$ cat src/rtl/ste_bus_arbiter.sv
// ste_bus_arbiter: 68000-style BR/BG/BGACK arbiter for the STE system bus.
// Shares the bus between the CPU and NREQ alternate masters. Index 0 is DMA.
// The CPU is parked while an alternate master holds the bus, and the bus goes
// back to the CPU after every tenure.
// Optional feature macro: ARB_ROUND_ROBIN_EN
//   defined   -> round-robin arbitration, scanning upward from r_rr_ptr
//   undefined -> fixed priority, the lowest index wins (r_rr_ptr is still kept)
module ste_bus_arbiter #(
  parameter  int NREQ          = 2,
  parameter  int GRANT_TIMEOUT = 16,
  parameter  int CPU_SLOTS     = 2,
  localparam int OW            = (NREQ > 1) ? $clog2(NREQ) : 1
) (
  input  logic            clk32,
  input  logic            reset,
  input  logic            clk_en,
  input  logic            as_n,
  input  logic [NREQ-1:0] br_n,
  input  logic            bgack_n,
  output logic [NREQ-1:0] bg_n,
  output logic            cpu_hold,
  output logic            bus_free,
  output logic [OW-1:0]   owner,
  output logic            timeout
);

  typedef enum logic [1:0] {
    IDLE    = 2'd0,
    WAIT_AS = 2'd1,
    GRANT   = 2'd2,
    OWNED   = 2'd3
  } state_t;

  state_t          r_state;
  logic [7:0]      r_timer;
  logic [3:0]      r_slot_cnt;
  logic [OW-1:0]   r_rr_ptr;
  logic [OW-1:0]   r_owner;
  logic [NREQ-1:0] r_bg_n;
  logic            r_cpu_hold;
  logic            r_timeout;

  logic            w_any_req;
  logic [OW-1:0]   w_winner;
  logic [OW-1:0]   w_owner_next;

  // Pick this tick's winner from the active-low request vector
  always_comb begin
    w_any_req = 1'b0;
    w_winner  = '0;
`ifdef ARB_ROUND_ROBIN_EN
    for (int unsigned k = 0; k < NREQ; k++) begin
      if (!w_any_req && !br_n[(int'(r_rr_ptr) + k) % NREQ]) begin
        w_any_req = 1'b1;
        w_winner  = OW'((int'(r_rr_ptr) + k) % NREQ);
      end
    end
`else
    for (int unsigned k = 0; k < NREQ; k++) begin
      if (!w_any_req && !br_n[k]) begin
        w_any_req = 1'b1;
        w_winner  = OW'(k);
      end
    end
`endif
  end

`ifndef ARB_ROUND_ROBIN_EN
  // The pointer is still tracked in fixed-priority builds, but nothing reads it
  logic w_unused_rr;
  assign w_unused_rr = ^r_rr_ptr;
`endif

  // Successor of the current owner, wrapping at NREQ
  always_comb begin
    w_owner_next = r_owner + OW'(1);
    if (int'(r_owner) == NREQ - 1) begin
      w_owner_next = '0;
    end
  end

  // Handshake FSM; all outputs are registered here, timeout self-clears
  always_ff @(posedge clk32 or posedge reset) begin
    if (reset) begin
      r_state    <= IDLE;
      r_timer    <= '0;
      r_slot_cnt <= '0;
      r_rr_ptr   <= '0;
      r_owner    <= '0;
      r_bg_n     <= '1;
      r_cpu_hold <= 1'b0;
      r_timeout  <= 1'b0;
    end else begin
      r_timeout <= 1'b0;
      if (clk_en) begin
        case (r_state)
          IDLE: begin
            if (r_slot_cnt != '0) begin
              r_slot_cnt <= r_slot_cnt - 4'd1;
            end else if (bgack_n && w_any_req) begin
              r_owner    <= w_winner;
              r_cpu_hold <= 1'b1;
              r_state    <= WAIT_AS;
            end
          end
          WAIT_AS: begin
            if (br_n[r_owner]) begin
              r_cpu_hold <= 1'b0;
              r_state    <= IDLE;
            end else if (as_n) begin
              r_bg_n  <= ~(NREQ'(1) << r_owner);
              r_timer <= '0;
              r_state <= GRANT;
            end
          end
          GRANT: begin
            if (!bgack_n) begin
              r_bg_n  <= '1;
              r_state <= OWNED;
            end else if (br_n[r_owner]) begin
              r_bg_n     <= '1;
              r_cpu_hold <= 1'b0;
              r_state    <= IDLE;
            end else if (r_timer == 8'(GRANT_TIMEOUT - 1)) begin
              r_bg_n     <= '1;
              r_timeout  <= 1'b1;
              r_cpu_hold <= 1'b0;
              r_slot_cnt <= 4'(CPU_SLOTS);
              r_state    <= IDLE;
            end else begin
              r_timer <= r_timer + 8'd1;
            end
          end
          OWNED: begin
            if (bgack_n) begin
              r_cpu_hold <= 1'b0;
              r_slot_cnt <= 4'(CPU_SLOTS);
              r_rr_ptr   <= w_owner_next;
              r_state    <= IDLE;
            end
          end
          default: r_state <= IDLE;
        endcase
      end
    end
  end

  assign bg_n     = r_bg_n;
  assign cpu_hold = r_cpu_hold;
  assign owner    = r_owner;
  assign timeout  = r_timeout;
  assign bus_free = (&r_bg_n) & bgack_n;

endmodule

$ cat config.mk
export PLATFORM = sky130hd
export DESIGN_NAME = ste_bus_arbiter
export DESIGN_NICKNAME = d
export VERILOG_FILES = /design/src/rtl/ste_bus_arbiter.sv
export SDC_FILE = /design/constraint.sdc
export NUM_CORES = 1
export LEC_CHECK = 0
export CAP_MARGIN = 40
export CORE_AREA = 2 2 50 64
export DETAILED_ROUTE_END_ITERATION = 16
export DIE_AREA = 0 0 52 66
export PLACE_DENSITY = 0.7
export SETUP_SLACK_MARGIN = 0.3
export SLEW_MARGIN = 10
export SYNTH_ARGS = -nofsm -noshare
export SYNTH_HDL_FRONTEND = slang
export SYNTH_SLANG_ARGS = --single-unit
$ cat constraint.sdc
create_clock -name clk32 -period 3.8 [get_ports clk32]
set_input_delay 0.76 -clock clk32 [delete_from_list [all_inputs] [get_ports clk32]]
set_output_delay 0.76 -clock clk32 [all_outputs]
set_load 0.03 [all_outputs]
## Yosys cells after proc, flatten, opt, wreduce, memory -nomap -nowiden

Cells that the tools add are included.

| word-level totals | value |
|---|---|
| register bits | 19 |
| bits of input ports | 7 |
| output and inout bits | 6 |
| word-level logic and storage cells | 91 |

| cells by class | value |
|---|---|
| add/subtract/negate cells | 2 |
| $lt $le $gt $ge | 1 |
| eq/ne operators | 18 |
| shift-type cells | 1 |
| mux-type cells | 45 |
| bitwise logic cells | 3 |
| reductions and logical operators | 14 |

Operators with widths:

| kind | number |
|---|---|
| 8-bit 2-to-1 mux | 5 |
| 2-bit 2-to-1 mux | 13 |
| 2-bit != test, second input constant | 11 |
| 7-bit AND reduction | 3 |
| 4-bit 2-to-1 mux | 5 |
| 1-bit 2-to-1 mux | 17 |
| 8-bit case mux with 2 select lines | 1 |
| 4-bit case mux with 3 select lines | 1 |
| 8-bit by 1-bit adder with 8-bit output, second input constant | 1 |
| 8-bit by 4-bit == test with 1-bit output, second input constant | 1 |
| 2-bit case mux with 4 select lines | 1 |
| 3-bit != test, second input constant | 2 |
| 6-bit AND reduction | 1 |
| 5-bit AND reduction | 1 |
| 2-bit == test, second input constant | 2 |
| 4-bit != test, second input constant | 1 |
| 1-bit case mux with 4 select lines | 1 |
| 2-bit case mux with 2 select lines | 1 |
| 4-bit AND reduction | 1 |
| 4-bit nonzero test | 1 |
| 4-bit by 1-bit subtractor with 4-bit output, second input constant | 1 |
| 3-bit nonzero test | 1 |
| 2-bit by 1-bit == test with 1-bit output, second input constant | 1 |
| 1-bit logical AND | 2 |
| other kinds (9) | 9 |

## Longest topological paths before layout

Gate-level depths: netlist of run 1.

| logic depth | value |
|---|---|
| word-level depth | 7 |
| gate-level depth with buffers | 6 |
| mapped depth without buffers | 6 |

## Worst setup path before layout of run 1

No wires, ideal clock.

| path | value |
|---|---|
| path type | in2out |
| start point | input bgack_n |
| end point | output bus_free |
| arrival time | 1339 ps |
| data required time | 3040 ps |
| slack | 1701 ps |
| cell stages on the path | 2 |
| buffers on the path | 1 |
| cell sequence | clkbuf_1 > and3_1 |

| on the way | value |
|---|---|
| cells in the longest elaborated chain, start to end | 1 |

Ends and longest elaborated chain:

| element | RTL line | source |
|---|---|---|
| start: declaration | 19 | `input logic bgack_n,` |
| 1-bit bitwise AND | 152 | `assign bus_free = (&r_bg_n) & bgack_n;` |
| end: declaration | 22 | `output logic bus_free,` |

No other way between the ends.

## Worst setup path in the final report of run 1

Ends and elaborated chain as after synthesis.

==> flow_summary.toml, run 1 <==
[sta]
hold_viol = 0
finalMaxSlewViolations = 0
min_period_over_period = 0.816
setup_viol = 0
setup_tns_ps = 0
setup_ws_ps = 700
clock-skew-final_ps = 4.21
holdWs_ps = 520
relSlewSlack = 0.507
tightest_slew_ps = 739
fmaxAchievable_ghz = 0.323
rsz0062_at_grt = "no"
layout_min_cycle_time_ps = 3100

[cts]
clockRootBuffer = "clkbuf_4"
cts_inserted_buffers = 3
cts_tree = "yes"
cts_hold_buf = 0
ctsResizeCount = 0
h-tree-depth = 1
cts.clk_slew.worst_paths_ps = 110
clock_latency_ps = 290
clock_path_buffers = 2
post-cts-setup-buffer-count = 0
cts.sinks = 19

[worst_setup_path]
startpoint_type = "input pin"
critical_path_class = "in2out"
critPathArrivalTime_ps = 2340
crit_path_end_kind = "primary output"
worst_ep_required_time_ps = 3040
crit_fanout = 11

[flow_run]
cap_violations = 0

[floorplan]
num_rows = 22
die_h_um = 66
io_pins = 13
dieArea_mm2 = 0.00343
die_w_um = 52
core_mm2 = 0.00284
start_util = 0.438

[layout]
multiInputGateArea_um2 = 683
layout.nets = 154
final_util = 0.492
fillers = 260
area_growth_pct = 12.3
regArea_um2 = 478
drive_above_1_share = 0.0979
diodes = 0
stdcell_count = 179

[place]
post-dp-hpwl_mm = 1.97
post-place-ws_ps = 714
dp_cells = 175
gp_congestion = 0.875
portBuffers = 12

[pwr]
irDropWorstVdd_v = 0.000276
sw_frac_of_total = 0.387
power.net_switching_mw = 0.274
p_seq_frac = 0.463
powerDensity_mw_per_mm2 = 508
internal-power_mw = 0.434
p_leak_nw = 0.572
pwr-share-clk = 0.143
combPwrFrac = 0.394

[synthesis]
async_flop_share = 1.00
synth_cells = 132
avgSynthCellArea_um2 = 9.40
yosysWarnings = 0
ys_ff_latch = 19
syn_area_mm2 = 0.00124
synthesis.nets = 142
synth-seq-area-share = 0.385
synth.distinct_cells = 46
synth-edff-count = 0
synthFlopType = "dfrtp_1"

[global_routing]
grt_max_degree = 20
grt_pass1_vias = 1099
grt_pass1_wl_mm = 4.69
grt_overflow = 0
grt_usage = 0.177
antenna_found_initial = 0

[route]
drtIter0Drc = 34
drc = 0
vias = 1085
routed_wirelength_mm = 2.72
ant_nets = 0
routedWlPerCell_um = 15.2
dr.pass1.iters = 4
via_per_inst = 6.06

[outcome]
status = "complete, no violations"

[hold_path]
hold_class = "reg2reg"
-- through the flow --
step	instance area (µm²)	total power [mW]
5_1_grt	1390	0.765
4_1_cts	1390	0.714
2_1_floorplan	1240	0.523
3_3_place_gp	1370	0.594
6_report	1390	0.708
3_5_place_dp	1370	0.609
-- critical path: stages --
cell and delay [ps]:
clkdlybuf4s50_1 700, and3_1 210, clkdlybuf4s50_1 660
-- power by group through the flow --
stage / clock (mW) / sequential, mW / combinational (mW)
floorplan: 0 / 0.345 / 0.178
global placement: 0 / 0.324 / 0.271
detailed placement: 0 / 0.330 / 0.279
CTS: 0.109 / 0.326 / 0.280
global route: 0.115 / 0.338 / 0.312
finish: 0.102 / 0.328 / 0.279
-- state kept, by name (all words and copies together) (netlist names) --
name	cells
bg_n	2
cpu_hold	1
owner	1
r_slot_cnt	4
r_state	2
r_timer	8
timeout	1
-- area by class of cell --
cell class	count	share of cell area
multi-input cells	97	0.490
flip-flops and latches	19	0.343
repair buffers	12	0.0862
well taps	36	0.0323
inverters	11	0.0296
clock buffers	4	0.0189
-- routing by layer --
layer,track usage,vias up,wire (µm)
met1,0.209,533,1210
met3,0.0136,2,85
met5,0,-,0
met4,0.0855,0,36
met2,0.316,24,1380
li1,-,526,-
-- kinds of logic (layout without fill, tap and decap cells) --
family,count (synthesis),after routing,synth area share
fa+ha+maj,3,3,0.0302
mux,4,4,0.0423
buf+inv,16,27,0.0645
flops,19,19,0.385
simple gates,47,47,0.216
compound gates,43,43,0.262
-- final timing paths --
check / start / to / slack (ps) / cells after the start
setup / recovery: bgack_n / bus_free / 700 / 3
max in group asynchronous: reset / r_slot_cnt[1] / 2450 / 2
hold / removal: bg_n[1] / bg_n[1] / 520 / 2
setup reg to reg: r_slot_cnt[0] / r_slot_cnt[1] / 1900 / 5
hold reg to reg: bg_n[1] / bg_n[1] / 520 / 2
min in group asynchronous: reset / timeout / 880 / 2
-- cells in the mapped netlist, drive strengths merged (3+ instances only) --
library cell | number | share of area
dfrtp | 17 | 0.34
nor3 | 6 | 0.024
buf | 3 | 0.024
o21ai | 11 | 0.053
inv | 11 | 0.033
o22a | 7 | 0.049
nor4 | 5 | 0.025
and3 | 5 | 0.025
nor2b | 3 | 0.015
a21oi | 6 | 0.024
nor2 | 3 | 0.0091
ha | 3 | 0.030
mux2i | 4 | 0.042
nand2 | 11 | 0.033
a31oi | 4 | 0.020
nand3 | 4 | 0.016
-- layout by cell type, fill, tap and decap left out, types with 2 or more instances in the layout --
cell type,count
o211ai_1,2
a21o_1,2
nor2b_1,3
nand2_1,11
nor4_1,5
ha_1,3
and3_1,5
nor2_1,3
mux2i_1,3
dfstp_2,2
clkbuf_4,3
a31oi_1,4
clkdlybuf4s50_1,12
a21oi_1,6
nand3_1,4
dfrtp_1,17
o22a_1,7
nor3_1,6
inv_1,11
o21ai_0,9
Note: power is estimated with default switching activity, not from simulation.
==> run 2, diff against run 1 <==
- PLACE_DENSITY: 0.7 -> 0.73
- clock period: 3.8 -> 2.5 ns (I/O delays scaled with it)
==> run 2 against run 1 <==
  * Flip-flop and latch count stayed put
  * Largest power group unchanged
  * Setup slack worse by 310 ps
  * Global-route usage increased by 0.53 points
  * Critical path depth grew 2
  * Critical endpoint is now r_slot_cnt[1]
==> flow_summary.toml, run 2 (synthesis gave the netlist of run 1 again) <==
[outcome]
status = "complete, no violations"

[layout]
diodes = 0
reg_top3 = "r_timer: 8 flops, r_slot_cnt: 4 flops"
largest_reg_flops = 8
largest-register = "r_timer"
stdcell_count = 179
area_growth_pct = 12.2
layout_common_cells = "dfrtp_1 (17), inv_1 (11), nand2_1 (11), clkdlybuf4s50_1 (11), o21ai_0 (9)"
final_util = 0.491
final_common_cell = "dfrtp_1"
multiInputGateArea_um2 = 683
layout.nets = 154
regArea_um2 = 478
drive_above_1_share = 0.112
fillers = 285

[worst_setup_path]
worst_ep_required_time_ps = 2690
reg2reg_depth = 5
crit_buf_inv = 1
r2r-end = "r_slot_cnt[1]"
crit_fanout = 4
crit_chain = "inv_1, ha_1, nor4b_1, mux2i_1, o221a_2"
startpoint_type = "flop"
r2r_start = "r_slot_cnt[1]"
slowest_delay_ps = 590
endpoint = "r_slot_cnt[1]"
critPathArrivalTime_ps = 2290
crit_family = "simple AND/OR/NAND/NOR gates"
critical_path_class = "reg2reg"
slowest_stage = "nor4b_1"
ff2ff_setup_slack_ps = 390
crit_cells = 5
startpoint = "r_slot_cnt[1]"
crit_path_end_kind = "flop"

[floorplan]
io_pins = 13
die_w_um = 52
num_rows = 22
die_h_um = 66
core_mm2 = 0.00284
dieArea_mm2 = 0.00343
start_util = 0.438

[sta]
setup_viol = 0
fmaxAchievable_ghz = 0.475
holdWs_ps = 513
rsz0062_at_grt = "no"
relSlewSlack = 0.513
clock-skew-final_ps = 7.14
setup_tns_ps = 0
layout_min_cycle_time_ps = 2110
finalMaxSlewViolations = 0
hold_viol = 0
tightest_slew_ps = 730
min_period_over_period = 0.842

[cts]
ctsResizeCount = 0
cts.clk_slew.worst_paths_ps = 110
clock_path_buffers = 2
clockRootBuffer = "clkbuf_4"
cts_tree = "yes"
post-cts-setup-buffer-count = 0
clock_latency_ps = 290
cts_inserted_buffers = 3
h-tree-depth = 1
cts.sinks = 19
cts_hold_buf = 0

[route]
ant_nets = 0
route.met2.wl_mm = 1.45
vias = 1096
via_per_inst = 6.12
routedWlPerCell_um = 15.3
routed_wirelength_mm = 2.75
drtIter0Drc = 28
highest_layer = "met4"
dr.pass1.iters = 4
drc = 0
wl_met1_mm = 1.13
wl_met3_um = 131

[place]
post-dp-hpwl_mm = 2.10
dp_cells = 175
gp_congestion = 0.867
portBuffers = 12

[pwr]
irDropWorstVdd_v = 0.000541
powerDensity_mw_per_mm2 = 772
p_leak_nw = 0.576

[global_routing]
grt_usage = 0.183
grt_pass1_vias = 1086
grt_max_degree = 20
grt_overflow = 0
antenna_found_initial = 0
grt_pass1_wl_mm = 4.75

[flow_run]
cap_violations = 0

[hold_path]
hold_class = "reg2reg"
-- run 2: cell count changes in the layout (fill, tap and decap cells not counted), sizes merged --
cell | before | now
clkinv | 0 | 1
clkbuf | 4 | 3
buf | 0 | 1
clkdlybuf4s50 | 12 | 11
-- run 2: worst register-to-register path, cell delays in order, from the launching register on --
cell     delay (ps)
dfrtp_1         420
inv_1           120
ha_1            230
nor4b_1         590
mux2i_1         300
o221a_2         340
-- run 2: final cells by class --
class                           count  area share
Timing Repair Buffer               12      0.0845
Clock buffer                        3      0.0162
Inverter                           11      0.0296
Tap cell                           36      0.0323
Multi-Input combinational cell     97       0.491
Sequential cell                    19       0.343
Clock inverter                      1     0.00359
-- run 2: worst min-delay path by stage --
stage                     startpoint  slack (ps)  cells after the start  endpoint
after floorplan                reset         450                      1  cpu_hold
after global routing         bg_n[1]         540                      2   bg_n[1]
after CTS                    bg_n[1]         520                      2   bg_n[1]
after detailed placement     bg_n[1]         500                      2   bg_n[1]
final                        bg_n[1]         510                      2   bg_n[1]
after global placement       bg_n[1]         490                      2   bg_n[1]
-- run 2: through the flow --
stage               power, mW  area (µm²)  setup slack (ps)
floorplan               0.795        1240               713
global placement        0.903        1370               351
detailed placement      0.930        1370               294
CTS                      1.09        1390               411
global route             1.16        1390               331
finish                   1.07        1390               394
-- run 2: per-layer routing --
metal | GRT usage | up-vias
met3 | 0.0204 | 4
met2 | 0.323 | 34
met4 | 0.0855 | 0
met1 | 0.215 | 533
met5 | 0 | -
li1 | - | 525
-- run 2: report_power, final --
part           switching [mW]  internal [mW]  leakage [nW]
Clock                  0.0951         0.0595        0.0177
Sequential             0.0966          0.400         0.235
Combinational           0.226          0.198         0.324
Total                   0.418          0.657         0.576
